[src/rtl/dmem_arbiter.sv]
`default_nettype none
// dmem_arbiter: grants one of two requesters (A = core LSU, B = DMA) access to a single-port
// data memory and sequences each transaction IDLE -> ISSUE -> RESP. Optional macro: DMEM_ARB_ALIGN_CHK_EN.
module dmem_arbiter #(
    parameter int unsigned STARVE_LIMIT = 4
) (
    input  logic        clk,
    input  logic        rst_n,

    input  logic        a_req_i,
    input  logic        a_we_i,
    input  logic [1:0]  a_byte_sel_i,
    input  logic        a_sign_i,
    input  logic [13:0] a_addr_i,
    input  logic [31:0] a_wdata_i,
    output logic        a_gnt_o,
    output logic        a_rvalid_o,
    output logic [31:0] a_rdata_o,
    output logic        a_err_o,

    input  logic        b_req_i,
    input  logic        b_we_i,
    input  logic [1:0]  b_byte_sel_i,
    input  logic        b_sign_i,
    input  logic [13:0] b_addr_i,
    input  logic [31:0] b_wdata_i,
    output logic        b_gnt_o,
    output logic        b_rvalid_o,
    output logic [31:0] b_rdata_o,
    output logic        b_err_o,

    output logic        dmem_rden_o,
    output logic        dmem_wen_o,
    output logic [1:0]  dmem_byte_sel_o,
    output logic        dmem_sign_o,
    output logic [13:0] dmem_addr_o,
    output logic [31:0] dmem_data_in_o,
    input  logic [31:0] dmem_data_out_i
);

    localparam logic [3:0] C_LIMIT = 4'(STARVE_LIMIT);

    typedef enum logic [1:0] {
        IDLE  = 2'd0,
        ISSUE = 2'd1,
        RESP  = 2'd2
    } state_e;

    state_e      state_q;
    logic [3:0]  starve_q;
    logic        owner_b_q;
    logic        fail_q;
    logic        we_q;
    logic        sign_q;
    logic [1:0]  sel_q;
    logic [13:0] addr_q;
    logic [31:0] wdata_q;
    logic        rden_q;
    logic        wen_q;
    logic        a_rvalid_q;
    logic        b_rvalid_q;
    logic        a_err_q;
    logic        b_err_q;
    logic [31:0] a_rdata_q;
    logic [31:0] b_rdata_q;

    logic        w_idle;
    logic        w_gnt_a;
    logic        w_gnt_b;
    logic        w_we;
    logic        w_sign;
    logic [1:0]  w_sel;
    logic [13:0] w_addr;
    logic [31:0] w_wdata;
    logic        w_misalign;
    logic        w_resp_rd;

    // Grants are combinational and gated by reset so nothing leaks out while rst_n is low.
    assign w_idle  = rst_n && (state_q == IDLE);
    assign w_gnt_b = w_idle && b_req_i && (!a_req_i || (starve_q == C_LIMIT));
    assign w_gnt_a = w_idle && a_req_i && !w_gnt_b;

    assign w_we    = w_gnt_b ? b_we_i       : a_we_i;
    assign w_sign  = w_gnt_b ? b_sign_i     : a_sign_i;
    assign w_sel   = w_gnt_b ? b_byte_sel_i : a_byte_sel_i;
    assign w_addr  = w_gnt_b ? b_addr_i     : a_addr_i;
    assign w_wdata = w_gnt_b ? b_wdata_i    : a_wdata_i;

`ifdef DMEM_ARB_ALIGN_CHK_EN
    assign w_misalign = (w_sel == 2'b11)
                     || ((w_sel == 2'b10) && (w_addr[1:0] != 2'b00))
                     || ((w_sel == 2'b01) && w_addr[0]);
`else
    assign w_misalign = 1'b0;
`endif

    // Read data is only live on DMEM during RESP; pass it through then and keep a copy.
    assign w_resp_rd = (state_q == RESP) && !we_q && !fail_q;

    always_ff @(posedge clk or negedge rst_n) begin
        if (!rst_n) begin
            state_q    <= IDLE;
            starve_q   <= 4'd0;
            owner_b_q  <= 1'b0;
            fail_q     <= 1'b0;
            we_q       <= 1'b0;
            sign_q     <= 1'b0;
            sel_q      <= 2'b00;
            addr_q     <= 14'd0;
            wdata_q    <= 32'd0;
            rden_q     <= 1'b0;
            wen_q      <= 1'b0;
            a_rvalid_q <= 1'b0;
            b_rvalid_q <= 1'b0;
            a_err_q    <= 1'b0;
            b_err_q    <= 1'b0;
            a_rdata_q  <= 32'd0;
            b_rdata_q  <= 32'd0;
        end else begin
            rden_q     <= 1'b0;
            wen_q      <= 1'b0;
            a_rvalid_q <= 1'b0;
            b_rvalid_q <= 1'b0;
            a_err_q    <= 1'b0;
            b_err_q    <= 1'b0;
            case (state_q)
                IDLE: begin
                    if (w_gnt_a || w_gnt_b) begin
                        owner_b_q <= w_gnt_b;
                        fail_q    <= w_misalign;
                        we_q      <= w_we;
                        sign_q    <= w_sign;
                        sel_q     <= w_sel;
                        addr_q    <= w_addr;
                        wdata_q   <= w_wdata;
                        if (w_gnt_b) begin
                            starve_q <= 4'd0;
                        end else if (b_req_i && (starve_q != C_LIMIT)) begin
                            starve_q <= starve_q + 4'd1;
                        end
                        if (w_misalign) begin
                            state_q    <= RESP;
                            a_rvalid_q <= w_gnt_a;
                            b_rvalid_q <= w_gnt_b;
                            a_err_q    <= w_gnt_a;
                            b_err_q    <= w_gnt_b;
                        end else begin
                            state_q <= ISSUE;
                            rden_q  <= !w_we;
                            wen_q   <= w_we;
                        end
                    end
                end
                ISSUE: begin
                    state_q    <= RESP;
                    a_rvalid_q <= !owner_b_q;
                    b_rvalid_q <= owner_b_q;
                end
                RESP: begin
                    state_q <= IDLE;
                    if (w_resp_rd && !owner_b_q) begin
                        a_rdata_q <= dmem_data_out_i;
                    end
                    if (w_resp_rd && owner_b_q) begin
                        b_rdata_q <= dmem_data_out_i;
                    end
                end
                default: state_q <= IDLE;
            endcase
        end
    end

    assign a_gnt_o         = w_gnt_a;
    assign b_gnt_o         = w_gnt_b;
    assign a_rvalid_o      = a_rvalid_q;
    assign b_rvalid_o      = b_rvalid_q;
    assign a_err_o         = a_err_q;
    assign b_err_o         = b_err_q;
    assign a_rdata_o       = (w_resp_rd && !owner_b_q) ? dmem_data_out_i : a_rdata_q;
    assign b_rdata_o       = (w_resp_rd &&  owner_b_q) ? dmem_data_out_i : b_rdata_q;
    assign dmem_rden_o     = rden_q;
    assign dmem_wen_o      = wen_q;
    assign dmem_byte_sel_o = sel_q;
    assign dmem_sign_o     = sign_q;
    assign dmem_addr_o     = addr_q;
    assign dmem_data_in_o  = wdata_q;

endmodule
`default_nettype wire

[config.mk]
export PLATFORM = sky130hd
export DESIGN_NAME = dmem_arbiter
export DESIGN_NICKNAME = d
export VERILOG_FILES = /design/src/rtl/dmem_arbiter.sv
export SDC_FILE = /design/constraint.sdc
export NUM_CORES = 1
export LEC_CHECK = 0
export BUFFER_PORTS_ARGS = -buffer_cell sky130_fd_sc_hd__buf_2
export CAP_MARGIN = 20
export CORE_UTILIZATION = 52
export DETAILED_ROUTE_END_ITERATION = 8
export PLACE_DENSITY_LB_ADDON = 0.08
export SYNTH_ARGS = -nofsm -noshare
export SYNTH_HDL_FRONTEND = slang
export SYNTH_SLANG_ARGS = --single-unit
[constraint.sdc]
create_clock -name clk -period 2.8 [get_ports clk]
set_clock_uncertainty 0.15 [all_clocks]
set_input_delay 0.56 -clock clk [delete_from_list [all_inputs] [get_ports clk]]
set_output_delay 0.56 -clock clk [all_outputs]
set_load 0.02 [all_outputs]
==> results.json, run 1 <==
{
  "dr.pass1.iters": 5,
  "grt_pass1_wl_um": 24500,
  "cp.required_ns": 2.09,
  "reg2reg_depth": 8,
  "met1_usage": 0.3109,
  "yosys_warnings": 0,
  "setup-tns-final_ns": 0,
  "ir_worst_vdd_uv": 683.1,
  "grt_use_total": 0.2763,
  "worst_pin_slew_ns": 0.7372,
  "setup_ws_ns": 0.04044,
  "maxSlewHeadroom": 0.5085,
  "h-tree-depth": 4,
  "pin_count": 257,
  "finalSetupViolations": 0,
  "cp-start-kind": "flip-flop",
  "critical_path_arrival_ns": 2.05,
  "cts_root_buf": "clkbuf_16",
  "die_y_um": 108.7,
  "antenna_cells": 0,
  "drc_errors": 0,
  "clock_latency_ns": 0.41,
  "seqCellArea_um2": 3129,
  "cts_sinks": 125,
  "core_region_area_um2": 10980,
  "status": "completed",
  "portBuffers": 254,
  "synth_ff_type": "dfrtp_1",
  "grt_overflow": 0,
  "drive_gt1_frac": 0.5491,
  "dp_hpwl_um": 10450,
  "num_rows": 38,
  "ys_async_sr_fraction": 1.000,
  "avgSynthCellArea_um2": 11.28,
  "place.gp.congestion": 0.8087,
  "antenna_found_initial": 0,
  "min_period_ns": 2.760,
  "postSynthCellCount": 525,
  "wl_um": 16110,
  "vias": 5013,
  "use_met3": 0.08787,
  "synth_edf_count": 0,
  "slew_viol_final": 0,
  "finalHoldViolCount": 0,
  "busiest_layer": "met2",
  "use_met2": 0.4810,
  "start_util": 0.5392,
  "die-area_um2": 11820,
  "crit_fanout": 24,
  "grt_pass1_vias": 4959,
  "end_kind": "primary output",
  "fp.dieW_um": 108.7,
  "power_mw": 7.633,
  "clockBufferDepth": 2,
  "cts_buffers": 17,
  "drtIter0Drc": 241,
  "cts_tree": "done",
  "fillers": 852,
  "vias_per_cell": 5.367,
  "ys_ff_latch": 125,
  "final_core_util": 0.7256,
  "cap_violations": 0,
  "fin_crit_sh": 0.9856,
  "hold_path.class": "input port to async pin",
  "cellLeakagePower_nw": 4.029,
  "syn-cell-area_um2": 5922,
  "syn2layout_area_growth_pct": 34.57,
  "grt_max_degree": 60,
  "p_per_area_nw_per_um2": 957.9,
  "place_ws_ns": 0.2578,
  "synth.distinct_cells": 29,
  "critPathKind": "flip-flop to primary output",
  "seq_area_frac_synth": 0.5282,
  "multiInputGateArea_um2": 2585,
  "final_nets": 922,
  "ant_nets": 0,
  "wire_per_inst_um": 17.25,
  "fmax_ghz": 0.3624,
  "clkTransAtPathRegs_ns": 0.05,
  "fin_hold_ws_ns": 0.04528
}
==> worst paths after layout <==
check                                   from  slack (ns)                 to
worst min register to register  b_rdata_q[1]        0.35       b_rdata_q[1]
worst min-delay path                   rst_n        0.05      b_rdata_q[30]
worst max register to register   starve_q[0]        0.55        dmem_rden_o
max in group asynchronous              rst_n        1.39  dmem_data_in_o[3]
worst max-delay path               owner_b_q        0.04       a_rdata_o[6]
min in group clk                 a_addr_i[4]        0.23     dmem_addr_o[4]
==> cell type report <==
class | instances | share of cell area
Clock buffer | 29 | 0.06783
Sequential cell | 125 | 0.3927
Timing Repair Buffer | 274 | 0.1908
Multi-Input combinational cell | 361 | 0.3244
Inverter | 5 | 0.002355
Tap cell | 140 | 0.02198
==> cell usage in the layout (no fill, tap or decap), types with 2 or more instances in the layout <==
master	n
buf_2	253
mux2_2	129
dfrtp_1	124
a21oi_1	100
nand2_1	54
nor2_1	51
clkbuf_16	19
buf_4	14
clkbuf_8	7
clkbuf_1	5
inv_1	3
nor2b_1	3
and4bb_2	2
o21ai_4	2
inv_2	2
and3_1	2
o21ai_0	2
a22o_1	2
ha_1	2
conb_1	2
buf_12	2
==> power by group <==
part | total (mW) | internal [mW] | switching (mW)
clock | 2.00 | 1.28 | 0.715
sequential | 2.75 | 2.42 | 0.331
combinational | 2.88 | 1.27 | 1.61
total | 7.63 | 4.98 | 2.65
==> repair_timing <==
item	in CTS	in global routing
hold endpoints to repair	0	0
setup endpoints to repair	42	44
gates resized for setup	4	3
gates cloned	4	1
hold buffers	0	0
setup buffers	2	5
pin swaps	2	2
==> per-layer routing <==
layer,wire length (um),up-vias
met5,0,-
met4,406,0
met3,1180,30
met2,8311,218
met1,6214,2432
li1,-,2333
==> synth_stat cells (3+ instances only) <==
library cell  instances  area, um2
mux2_2              129       1453
dfrtp_1             125       3128
a21oi_1             100      500.5
nand2_1              54      202.7
nor2_1               51      191.4
buf_2                15      75.07
buf_4                10      75.07
buf_6                 6      67.56
clkbuf_1              5      18.77
inv_1                 3      11.26
nor2b_1               3      18.77
==> metrics by stage <==
stage | instance area [um2] | cells
after CTS | 7920 | 929
after global routing | 7969 | 934
final | 7969 | 934
after detailed placement | 7263 | 894
after global placement | 7263 | 894
after floorplan | 5926 | 526
==> critical path: stages (launching register included) <==
cell,delay [ns]
dfrtp_2,0.43
nor4b_4,0.27
buf_4,0.18
buf_8,0.21
mux2_2,0.38
buf_2,0.16
==> cell families after synthesis <==
family                     Yosys count  share of synthesized area
DFF                                125                     0.5282
other                                1                  0.0006332
buffers and inverters               41                    0.04310
AOI/OAI and AO/OA                  107                    0.09254
muxes                              129                     0.2453
and+or+nand+nor                    120                    0.08599
adders and majority gates            2                   0.004225
==> flip-flops by register name, summed over array words and instances, names as in the netlist <==
signal / cells
dmem_wen_o: 1
owner_b_q: 1
starve_q: 4
b_rvalid_o: 1
a_rdata_q: 32
a_rvalid_o: 1
dmem_rden_o: 1
dmem_addr_o: 14
state_q: 2
dmem_data_in_o: 32
we_q: 1
b_rdata_q: 32
dmem_byte_sel_o: 2
dmem_sign_o: 1
Power figures use the tool's default switching activity.
==> inputs of run 2 (changes only) <==
CORE_UTILIZATION = 40   (was 52)
==> run 2 against run 1 <==
Effect of this change:
- sequential power about the same
- fmax is 0.95% higher
- final cell count increased by 4.6%
- first-iteration DRC count fell by 2.1%
- combinational power down 2%
- routed wire length fell by 0.81%
- largest power group unchanged
- via count is 1.4% lower
- worst hold slack improved by 0.031 ns
- critical endpoint is now b_rdata_o[21]
==> results.json, run 2 (synthesized netlist as in run 1, its figures left out) <==
{
  "finalSetupViolations": 0,
  "grt_pass1_vias": 4692,
  "setup-tns-final_ns": 0,
  "grt_overflow": 0,
  "cp-start-kind": "flip-flop",
  "vias_per_cell": 5.057,
  "cp.required_ns": 2.09,
  "cts_buffers": 17,
  "cap_violations": 0,
  "status": "completed",
  "crit_chain": "and4bb_2 > clkbuf_16 > mux2_2 > buf_2",
  "hold_buffers": 0,
  "multiInputGateArea_um2": 2576,
  "cp_slowest_cell": "dfrtp_1",
  "final_core_util": 0.5576,
  "cts_tree": "done",
  "antenna_cells": 0,
  "die-area_um2": 15300,
  "grt_max_degree": 54,
  "dp_hpwl_um": 10420,
  "num_rows": 44,
  "drc_errors": 0,
  "fp.dieW_um": 123.7,
  "ir_worst_vdd_uv": 423.1,
  "pin_count": 257,
  "ant_nets": 0,
  "wire_per_inst_um": 16.36,
  "final_common_cell": "buf_2",
  "maxSlewHeadroom": 0.5522,
  "syn2layout_area_growth_pct": 36.34,
  "final_nets": 918,
  "fmax_ghz": 0.3658,
  "rsz0062_at_grt": "no",
  "critical_path_arrival_ns": 2.02,
  "stdcell_count": 977,
  "h-tree-depth": 4,
  "fillers": 1268,
  "min_period_ns": 2.734,
  "grt_pass1_wl_um": 23810,
  "power_mw": 7.841,
  "p_per_area_nw_per_um2": 971.1,
  "hold_path.class": "input port to async pin",
  "fin_crit_sh": 0.9763,
  "worst_pin_slew_ns": 0.6717,
  "critPathKind": "flip-flop to primary output",
  "cts_sinks": 125,
  "clockBufferDepth": 2,
  "clkTransAtPathRegs_ns": 0.05,
  "place_area_um2": 7323,
  "dr.pass1.iters": 4,
  "wl_um": 15980,
  "grt_use_total": 0.2067,
  "end_kind": "primary output",
  "vias": 4941,
  "met1_usage": 0.2465,
  "die_y_um": 123.7,
  "core_region_area_um2": 14480,
  "mostFrequentLayoutCells": "buf_2 (253), mux2_2 (129), dfrtp_1 (125)",
  "drtIter0Drc": 236,
  "portBuffers": 254,
  "finalHoldViolCount": 0,
  "dpl.cell_count": 937,
  "cts_root_buf": "clkbuf_16",
  "crit_fanout": 16,
  "antenna_found_initial": 0,
  "max_stage_delay_ns": 0.44,
  "cellLeakagePower_nw": 4.051,
  "start_util": 0.4090,
  "use_met2": 0.3427,
  "clock_latency_ns": 0.40,
  "seqCellArea_um2": 3128,
  "final_area_um2": 8074,
  "place.gp.congestion": 0.7666,
  "slew_viol_final": 0,
  "use_met3": 0.07234,
  "busiest_layer": "met2",
  "drive_gt1_frac": 0.5473
}
-- run 2: cell type report --
| class | instances | share of cell area |
|---|---|---|
| flip-flops and latches | 125 | 0.3874 |
| multi-input cells | 360 | 0.3191 |
| repair buffers | 271 | 0.1864 |
| clock buffers | 27 | 0.06354 |
| well taps | 184 | 0.02851 |
| clock inverters | 5 | 0.01271 |
| inverters | 5 | 0.002325 |
-- run 2: through the flow --
step	setup WS (ns)	hold WS, ns
6_report	0.06646	0.07619
5_1_grt	0.008388	0.1012
4_1_cts	0.02049	0.08003
3_5_place_dp	0.3653	0.3444
3_3_place_gp	0.4100	0.3346
2_1_floorplan	0.6570	0.1144
-- run 2: final timing paths --
kind / startpoint / end / slack (ns) / depth (start not counted)
worst max-delay path: state_q[0] / b_rdata_o[21] / 0.07 / 4
worst min-delay path: rst_n / we_q / 0.08 / 2
worst max register to register: starve_q[0] / dmem_rden_o / 0.63 / 8
worst min register to register: b_rdata_q[5] / b_rdata_q[5] / 0.35 / 1
max in group asynchronous: rst_n / b_rdata_q[13] / 1.36 / 3
min in group clk: a_addr_i[4] / dmem_addr_o[4] / 0.23 / 3
-- run 2: critical path: cells and delay by family (launching register included) --
kind | cells | cell delay (ns)
and+or+nand+nor | 1 | 0.44
DFF | 1 | 0.44
muxes | 1 | 0.35
buffers and inverters | 2 | 0.39
-- run 2: routing by layer --
layer,vias up,part of all wire
met5,-,0
met4,0,0.014
met3,18,0.082
met2,192,0.48
met1,2407,0.42
li1,2324,-
-- run 2: what timing repair did --
item                                    in CTS  in global routing
resized for setup                            2                  1
endpoints found under the setup margin      35                  2
buffers inserted                             4                  0
endpoints found under the hold margin        0                  0
gates cloned                                 3                  1
pin swaps                                    2                  0
-- run 2: power by group --
group / switching, mW / total (mW) / internal [mW]
sequential: 0.325 / 2.75 / 2.42
combinational: 1.55 / 2.82 / 1.27
clock: 0.753 / 2.27 / 1.52
